## src/rtl/mem_arb_pkg.sv

```systemverilog
// Shared types and constants for the memory arbiter.
// Holds the FSM encoding, line geometry and word-index width.
package mem_arb_pkg;

    localparam int LINE_WORDS = 8;
    localparam int WORD_W     = 3;

    localparam logic [WORD_W-1:0] LAST_WORD = WORD_W'(LINE_WORDS - 1);

    typedef enum logic [2:0] {
        IDLE,
        WRITE,
        FILL_I,
        FILL_D,
        DONE
    } state_t;

endpackage

```

## src/rtl/word_ctr.sv

```systemverilog
// Word index counter: synchronous clear has priority over enable.
// Ports: clk, rst (async high), clr, en, cnt (wraps at the top).
module word_ctr
    import mem_arb_pkg::*;
(
    input  logic              clk,
    input  logic              rst,
    input  logic              clr,
    input  logic              en,
    output logic [WORD_W-1:0] cnt
);

    always_ff @(posedge clk or posedge rst) begin
        if (rst) begin
            cnt <= '0;
        end else if (clr) begin
            cnt <= '0;
        end else if (en) begin
            cnt <= cnt + WORD_W'(1);
        end
    end

endmodule

```

## src/rtl/mem_arbiter.sv

```systemverilog
// Arbitrates I-fill, D-fill and D write-through onto one memory port.
// Ports: request/address inputs per client, memory port, fill strobes.
module mem_arbiter
    import mem_arb_pkg::*;
(
    input  logic        clk,
    input  logic        rst,
    input  logic        I_miss,
    input  logic [15:0] I_miss_addr,
    input  logic        D_miss,
    input  logic [15:0] D_miss_addr,
    input  logic        D_wr_req,
    input  logic [15:0] D_wr_addr,
    input  logic [15:0] D_wr_data,
    input  logic        mem_data_valid,
    input  logic [15:0] mem_data_out,
    output logic        mem_en,
    output logic        mem_wr,
    output logic [15:0] mem_addr,
    output logic [15:0] mem_data_in,
    output logic        I_fill_we,
    output logic        D_fill_we,
    output logic [2:0]  fill_word,
    output logic [15:0] fill_data,
    output logic        I_fill_done,
    output logic        D_fill_done,
    output logic        D_wr_ack,
    output logic        busy
);

    state_t            state_q, state_d;
    logic [15:0]       addr_q;
    logic [15:0]       data_q;
    logic              own_d_q;
    logic              issue_done_q;
    logic              ctr_clr;
    logic              issue_en;
    logic              recv_en;
    logic [WORD_W-1:0] issue_cnt;
    logic [WORD_W-1:0] recv_cnt;

    word_ctr u_issue (
        .clk (clk),
        .rst (rst),
        .clr (ctr_clr),
        .en  (issue_en),
        .cnt (issue_cnt)
    );

    word_ctr u_recv (
        .clk (clk),
        .rst (rst),
        .clr (ctr_clr),
        .en  (recv_en),
        .cnt (recv_cnt)
    );

    always_comb begin
        state_d     = state_q;
        ctr_clr     = 1'b0;
        issue_en    = 1'b0;
        recv_en     = 1'b0;
        mem_en      = 1'b0;
        mem_wr      = 1'b0;
        mem_addr    = '0;
        mem_data_in = '0;
        I_fill_we   = 1'b0;
        D_fill_we   = 1'b0;
        fill_word   = '0;
        fill_data   = '0;
        I_fill_done = 1'b0;
        D_fill_done = 1'b0;
        D_wr_ack    = 1'b0;
        unique case (state_q)
            IDLE: begin
                if (D_wr_req) begin
                    state_d = WRITE;
                end else if (D_miss) begin
                    state_d = FILL_D;
                    ctr_clr = 1'b1;
                end else if (I_miss) begin
                    state_d = FILL_I;
                    ctr_clr = 1'b1;
                end
            end
            WRITE: begin
                mem_en      = 1'b1;
                mem_wr      = 1'b1;
                mem_addr    = addr_q;
                mem_data_in = data_q;
                D_wr_ack    = 1'b1;
                state_d     = IDLE;
            end
            FILL_I, FILL_D: begin
                // Issue and receive sides run independently so any
                // memory latency works.
                if (!issue_done_q) begin
                    mem_en   = 1'b1;
                    mem_addr = {addr_q[15:4], issue_cnt, 1'b0};
                    issue_en = 1'b1;
                end
                if (mem_data_valid) begin
                    fill_word = recv_cnt;
                    fill_data = mem_data_out;
                    I_fill_we = (state_q == FILL_I);
                    D_fill_we = (state_q == FILL_D);
                    recv_en   = 1'b1;
                    if (recv_cnt == LAST_WORD) begin
                        state_d = DONE;
                    end
                end
            end
            DONE: begin
                I_fill_done = !own_d_q;
                D_fill_done = own_d_q;
                state_d     = IDLE;
            end
            default: state_d = IDLE;
        endcase
    end

    assign busy = (state_q != IDLE);

    always_ff @(posedge clk or posedge rst) begin
        if (rst) begin
            state_q      <= IDLE;
            addr_q       <= '0;
            data_q       <= '0;
            own_d_q      <= 1'b0;
            issue_done_q <= 1'b0;
        end else begin
            state_q <= state_d;
            if (state_q == IDLE) begin
                if (D_wr_req) begin
                    addr_q <= D_wr_addr;
                    data_q <= D_wr_data;
                end else if (D_miss) begin
                    addr_q  <= D_miss_addr;
                    own_d_q <= 1'b1;
                end else if (I_miss) begin
                    addr_q  <= I_miss_addr;
                    own_d_q <= 1'b0;
                end
            end
            // The issue counter wraps after the last word, so a flag
            // remembers that the whole line has been requested.
            if (ctr_clr) begin
                issue_done_q <= 1'b0;
            end else if (issue_en && issue_cnt == LAST_WORD) begin
                issue_done_q <= 1'b1;
            end
        end
    end

endmodule

```

## config.mk

```make
export PLATFORM = sky130hd
export DESIGN_NAME = mem_arbiter
export DESIGN_NICKNAME = d
export VERILOG_FILES = /design/src/rtl/mem_arb_pkg.sv /design/src/rtl/word_ctr.sv /design/src/rtl/mem_arbiter.sv
export SDC_FILE = /design/constraint.sdc
export NUM_CORES = 1
export LEC_CHECK = 0
export BUFFER_PORTS_ARGS = -buffer_cell sky130_fd_sc_hd__buf_2
export CAP_MARGIN = 5
export CELL_PAD_IN_SITES_DETAIL_PLACEMENT = 1
export CELL_PAD_IN_SITES_GLOBAL_PLACEMENT = 1
export CORE_UTILIZATION = 35
export DETAILED_ROUTE_END_ITERATION = 7
export PLACE_DENSITY_LB_ADDON = 0.1
export SYNTH_ARGS = -nofsm -noshare
export SYNTH_HDL_FRONTEND = slang
export SYNTH_SLANG_ARGS = --single-unit
```

## constraint.sdc

```tcl
create_clock -name clk -period 4.97 [get_ports clk]
set_input_delay 0.497 -clock clk [delete_from_list [all_inputs] [get_ports clk]]
set_output_delay 0.497 -clock clk [all_outputs]
set_load 0.02 [all_outputs]
```

==> results of run 1 <==
routing by layer:
metal / share of wire [%] / GRT usage [%] / wire length (um)
met1: 42 / 22.2 / 3060
met2: 47 / 33.3 / 3430
met3: 11 / 7.39 / 772
met4: 0.81 / 4.47 / 59
met5: 0 / 0 / 0
worst reg2reg max path, delay by kind of cell (launching register included):
kind,cells,cell delay (ps)
flops,1,570
simple gates,3,1300
flip-flops by register name, indices dropped and copies added (netlist names):
signal,count
addr_q,16
u_issue.cnt,3
u_recv.cnt,3
data_q,16
issue_done_q,1
state_q,3
own_d_q,1
synth_stat cells (all sizes together), types with 2 or more instances:
master,number
and2,50
a211oi,16
o2bb2ai,16
a22oi,16
ha,4
clkbuf,8
dfrtp,43
mux2,16
nand2,2
nor2,8
buf,16
nor2b,17
a22o,4
nor3b,3
a21oi,2
mux2i,4
nor4,2
inv,3
xnor2,2
final cells by class:
type	instances	area, um2
sequential	43	1080
clock inverter	2	16.3
clock buffer	6	82.6
tap	96	120
timing repair buffer	147	743
fill	872	3520
multi-input combinational	174	1330
inverter	3	11.3
worst paths after layout:
check                                  start              to  cells after the start  slack (ps)
min in group clk                D_wr_data[0]       data_q[0]                      2         410
worst min-delay path                     rst      addr_q[14]                      2         410
worst min register to register     data_q[1]       data_q[1]                      1         490
max in group asynchronous                rst  u_issue.cnt[0]                      2        3970
worst max-delay path              state_q[1]    mem_addr[11]                      4        2220
worst max register to register    state_q[1]   u_recv.cnt[2]                      3        2960
metrics by stage:
stage / util [%] / total power (uW) / setup WS, ps / hold WS (ps) / instances
3_3_place_gp: 47.5 / 1520 / 2620 / 461 / 463
6_report: 49.0 / 1780 / 2220 / 407 / 471
4_1_cts: 49.0 / 1810 / 2130 / 399 / 471
5_1_grt: 49.0 / 1920 / 2030 / 405 / 471
2_1_floorplan: - / 1290 / 2960 / 448 / 244
3_5_place_dp: 47.5 / 1560 / 2470 / 472 / 463
power by group through the flow:
| stage | sequential (uW) | clock, uW | combinational [uW] |
|---|---|---|---|
| after floorplan | 593 | 0 | 700 |
| after global placement | 647 | 0 | 873 |
| after detailed placement | 658 | 0 | 900 |
| after CTS | 653 | 251 | 903 |
| after global routing | 676 | 262 | 979 |
| final | 651 | 241 | 884 |
cell families after synthesis:
| logic type | Yosys count | synth area share, % |
|---|---|---|
| compound gates | 59 | 18.3 |
| simple gates | 89 | 22.4 |
| mux | 20 | 8.61 |
| fa+ha+maj | 4 | 1.96 |
| flops | 43 | 42.1 |
| xor+xnor | 2 | 0.685 |
| buf+inv | 27 | 5.97 |
==> results.toml, run 1 <==
[grt]
grt_pass1_vias = 2356
grt_remaining_overflow = 0
antenna_found_initial = 0
grt_start_max_net_pins = 44
grt_pass1_wl_mm = 11.4
grt_use_total_pct = 19.2

[die]
ios = 145
rows = 30
core_area_mm2 = 0.00691
die_h_um = 87.5
start_util_pct = 37.0
die_w_um = 87.5
die_area_mm2 = 0.00765

[finish]
area_delta_synth_final_pct = 32.3
final_cell_mix = "buf_2, and2_1, dfrtp_1"
layout_commonest_cell = "buf_2"
diodes = 0
layout-drive-gt1-share_pct = 47.5
nNetsFinal = 464
final_area_mm2 = 0.00338

[setup_path]
crit_path_end_kind = "primary output"
critPathKind = "register to primary output"
critPathTopFamily = "flip-flops"
path_cells = "or2b_1 > a21oi_1 > and2_1 > buf_2"
cp.arrival_ps = 2260
cp_slowest_cell = "dfrtp_1"
cp.required_ps = 4470
critPathMaxStageDelay_ps = 680
path_buf_inv = 1
start_kind = "register"
crit_fanout = 14

[sta]
worst_slew_pin_slew_ps = 955
rsz0062_at_grt = "false"
slew_headroom_pct = 36.2
fmax_mhz = 363
skew_ps = 9.66
setup_violations = 0
hold_violations = 0
final.setup.tns_ps = 0
drv_slew = 0
finalCritPeriodShare_pct = 55.4
min_period_ps = 2750

[clock_tree]
cts_resized = 0
htree_levels = 2
clockBufferDepth = 2
cts_sinks = 43
clockRootBuffer = "clkbuf_8"
cts_setup_buffers = 0
cts_tree = "done"
clk_latency_ps = 300
cts_buffers = 5
holdBufCountCts = 0
clk_pin_slew_worst_paths_ps = 90

[pwr]
max-vdd-ir-drop_mv = 0.194
clock_power_share_pct = 13.5
power_density_mw_per_mm2 = 525
power.net_switching_uw = 744
comb_power_share_pct = 49.8
p_seq_share_pct = 36.7
p_int_uw = 1030
leakagePower_uw = 0.00168
switching_share_pct = 41.9

[logic_synthesis]
avgSynthCellArea_um2 = 10.5
async_flop_share_pct = 100
synth_cell_type_count = 37
yosys_register_bits = 43
syn_inst = 244
syn_nets = 334
ys_seq_area_share_pct = 42.1
yosysTopAreaCell = "dfrtp_1"
synthFlopType = "dfrtp_1"
synth_area_mm2 = 0.00256
synthTopCellsByArea = "dfrtp_1, and2_1, mux2_2"
synth_top_area_share_pct = 42.1
yosysWarningCount = 0
synth_edf_count = 0

[detailed_routing]
routed_wl_mm = 7.32
drtAntennaViolNets = 0
vias = 2376
wl_per_cell_um = 15.5
drt_pass1_iterations = 4
initialDrtViolationCount = 53
route.detailed.drc = 0
vias_per_cell = 5.04

[status]
status = "complete, no violations"

[min_path]
hp-class = "primary input to asynchronous set/reset pin"

[job]
drv_cap = 0

[place]
hpwlAfterDp_mm = 5.31
io_buffer_count = 144
gp_congestion = 0.710
dpl_cell_area_mm2 = 0.00328
Note: power is estimated with default switching activity, not from simulation.
==> run 2, diff against run 1 <==
CORE_UTILIZATION = 32   (was 35)
clock period = 2.6 ns   (was 4.97 ns; I/O delays follow)
==> run 2 against run 1 <==
Net effect: first-iteration DRC count unchanged; critical path depth up 1; sequential power rose by 90%; global-route usage down 1.7 points; total power increased by 90%; clock power grew 75%; utilization shrank 4.9 points; non-clock buffer count increased by 4; sequential share of layout area shrank 0.19 points; clock skew fell by 0.63 ps; setup slack got worse by 1800 ps; sequential cell count unchanged; largest cell class unchanged; critical path type unchanged.
==> results.toml, run 2 (synthesis gave the netlist of run 1 again) <==
[status]
status = "complete, no violations"

[sta]
hold_violations = 0
fmax_mhz = 463
min_period_ps = 2160
setup_violations = 0
final.setup.tns_ps = 0
worst_slew_pin_slew_ps = 925
rsz0062_at_grt = "false"
finalCritPeriodShare_pct = 83.0
skew_ps = 9.02
slew_headroom_pct = 38.2
drv_slew = 0

[finish]
diodes = 0
fillCellCount = 935
nNetsFinal = 468
layout_commonest_cell = "buf_2"
reg.largest.list = "addr_q (16), data_q (16)"
final_cell_mix = "buf_2, and2_1, dfrtp_1"
area_delta_synth_final_pct = 33.1
layout-drive-gt1-share_pct = 47.5
fin_cells = 481

[detailed_routing]
vias_per_cell = 4.93
wl_met1_mm = 3.17
wl_met2_mm = 3.26
drtAntennaViolNets = 0
wl_met3_um = 663
route.detailed.drc = 0
routed.top_layer = "met4"
vias = 2369
routed_wl_mm = 7.16
drt_pass1_iterations = 4
wl_per_cell_um = 14.9
initialDrtViolationCount = 53

[pwr]
clock_power_share_pct = 12.5
p_int_uw = 1970
leakagePower_uw = 0.00169
p_seq_share_pct = 36.5
comb_power_share_pct = 51.0
power_density_mw_per_mm2 = 994
max-vdd-ir-drop_mv = 0.347
power.net_switching_uw = 1410
switching_share_pct = 41.6

[place]
dpl.cell_count = 473
hpwlAfterDp_mm = 5.25
gp_congestion = 0.729
io_buffer_count = 144

[clock_tree]
clk_pin_slew_worst_paths_ps = 80
clockBufferDepth = 2
htree_levels = 2
cts_sinks = 43
cts_buffers = 5
clk_latency_ps = 300
clockRootBuffer = "clkbuf_8"
cts_resized = 0
cts_setup_buffers = 0
holdBufCountCts = 0
cts_tree = "done"

[die]
core_area_mm2 = 0.00773
rows = 32
start_util_pct = 33.1
die_area_mm2 = 0.00835
die_h_um = 91.4
die_w_um = 91.4
ios = 145

[job]
drv_cap = 0

[grt]
antenna_found_initial = 0
grt_pass1_wl_mm = 11.6
grt_start_max_net_pins = 44
grt_use_total_pct = 17.5
grt_pass1_vias = 2332
grt_remaining_overflow = 0

[setup_path]
cp_slowest_cell = "dfrtp_1"
critPathKind = "register to primary output"
path_cells = "or2b_1 > a21oi_1 > buf_4 > and2_1 > buf_2"
cp.required_ps = 2340
crit_path_end_kind = "primary output"
reg2reg_slack_ps = 750
cp.arrival_ps = 1900
critPathMaxStageDelay_ps = 680
crit_fanout = 14
start_kind = "register"

[min_path]
hp-class = "primary input to asynchronous set/reset pin"
## run 2: power groups by stage
stage                     clock network, uW  registers [uW]  logic, uW
after floorplan                           0            1130       1340
after global placement                    0            1230       1720
after detailed placement                  0            1250       1760
after CTS                               436            1240       1760
after global routing                    463            1290       1910
final                                   422            1240       1720
## run 2: per-layer routing
layer	vias to the layer above	GRT usage [%]
met4	0	5.03
met2	100	28.3
met5	-	0
li1	1133	-
met3	7	6.03
met1	1129	22.1
## run 2: worst paths after layout
path,from,endpoint,cells past startpoint
worst max-delay path,state_q[1],mem_addr[6],5
worst min-delay path,rst,data_q[11],2
worst max register to register,state_q[1],u_recv.cnt[2],3
worst min register to register,addr_q[12],addr_q[12],1
max in group asynchronous,rst,addr_q[12],2
min in group clk,D_wr_data[1],data_q[1],2
## run 2: area by class of cell
class	instances	area [um2]	share of cell area [%]
timing repair buffer	151	773	22.7
sequential	43	1080	31.6
clock inverter	1	5.00	0.147
multi-input combinational	174	1330	39.2
inverter	3	11.3	0.331
clock buffer	7	76.3	2.24
tap	102	128	3.75
## run 2: critical path, delay by kind of cell (launching register included)
family                 cells  cell delay (ps)
flip-flops                 1              680
buffers and inverters      2              360
AND/OR/NAND/NOR            2              420
AO/OA/AOI/OAI              1              130
## run 2: metrics by stage
stage	hold WS (ps)	util (%)	power [uW]	instance area [um2]	setup slack (ps)
global placement	462	43.0	2950	3320	790
finish	164	44.0	3380	3400	442
global route	173	44.0	3650	3400	324
CTS	173	44.0	3440	3400	415
detailed placement	468	43.0	3000	3320	736
floorplan	395	-	2470	2560	827
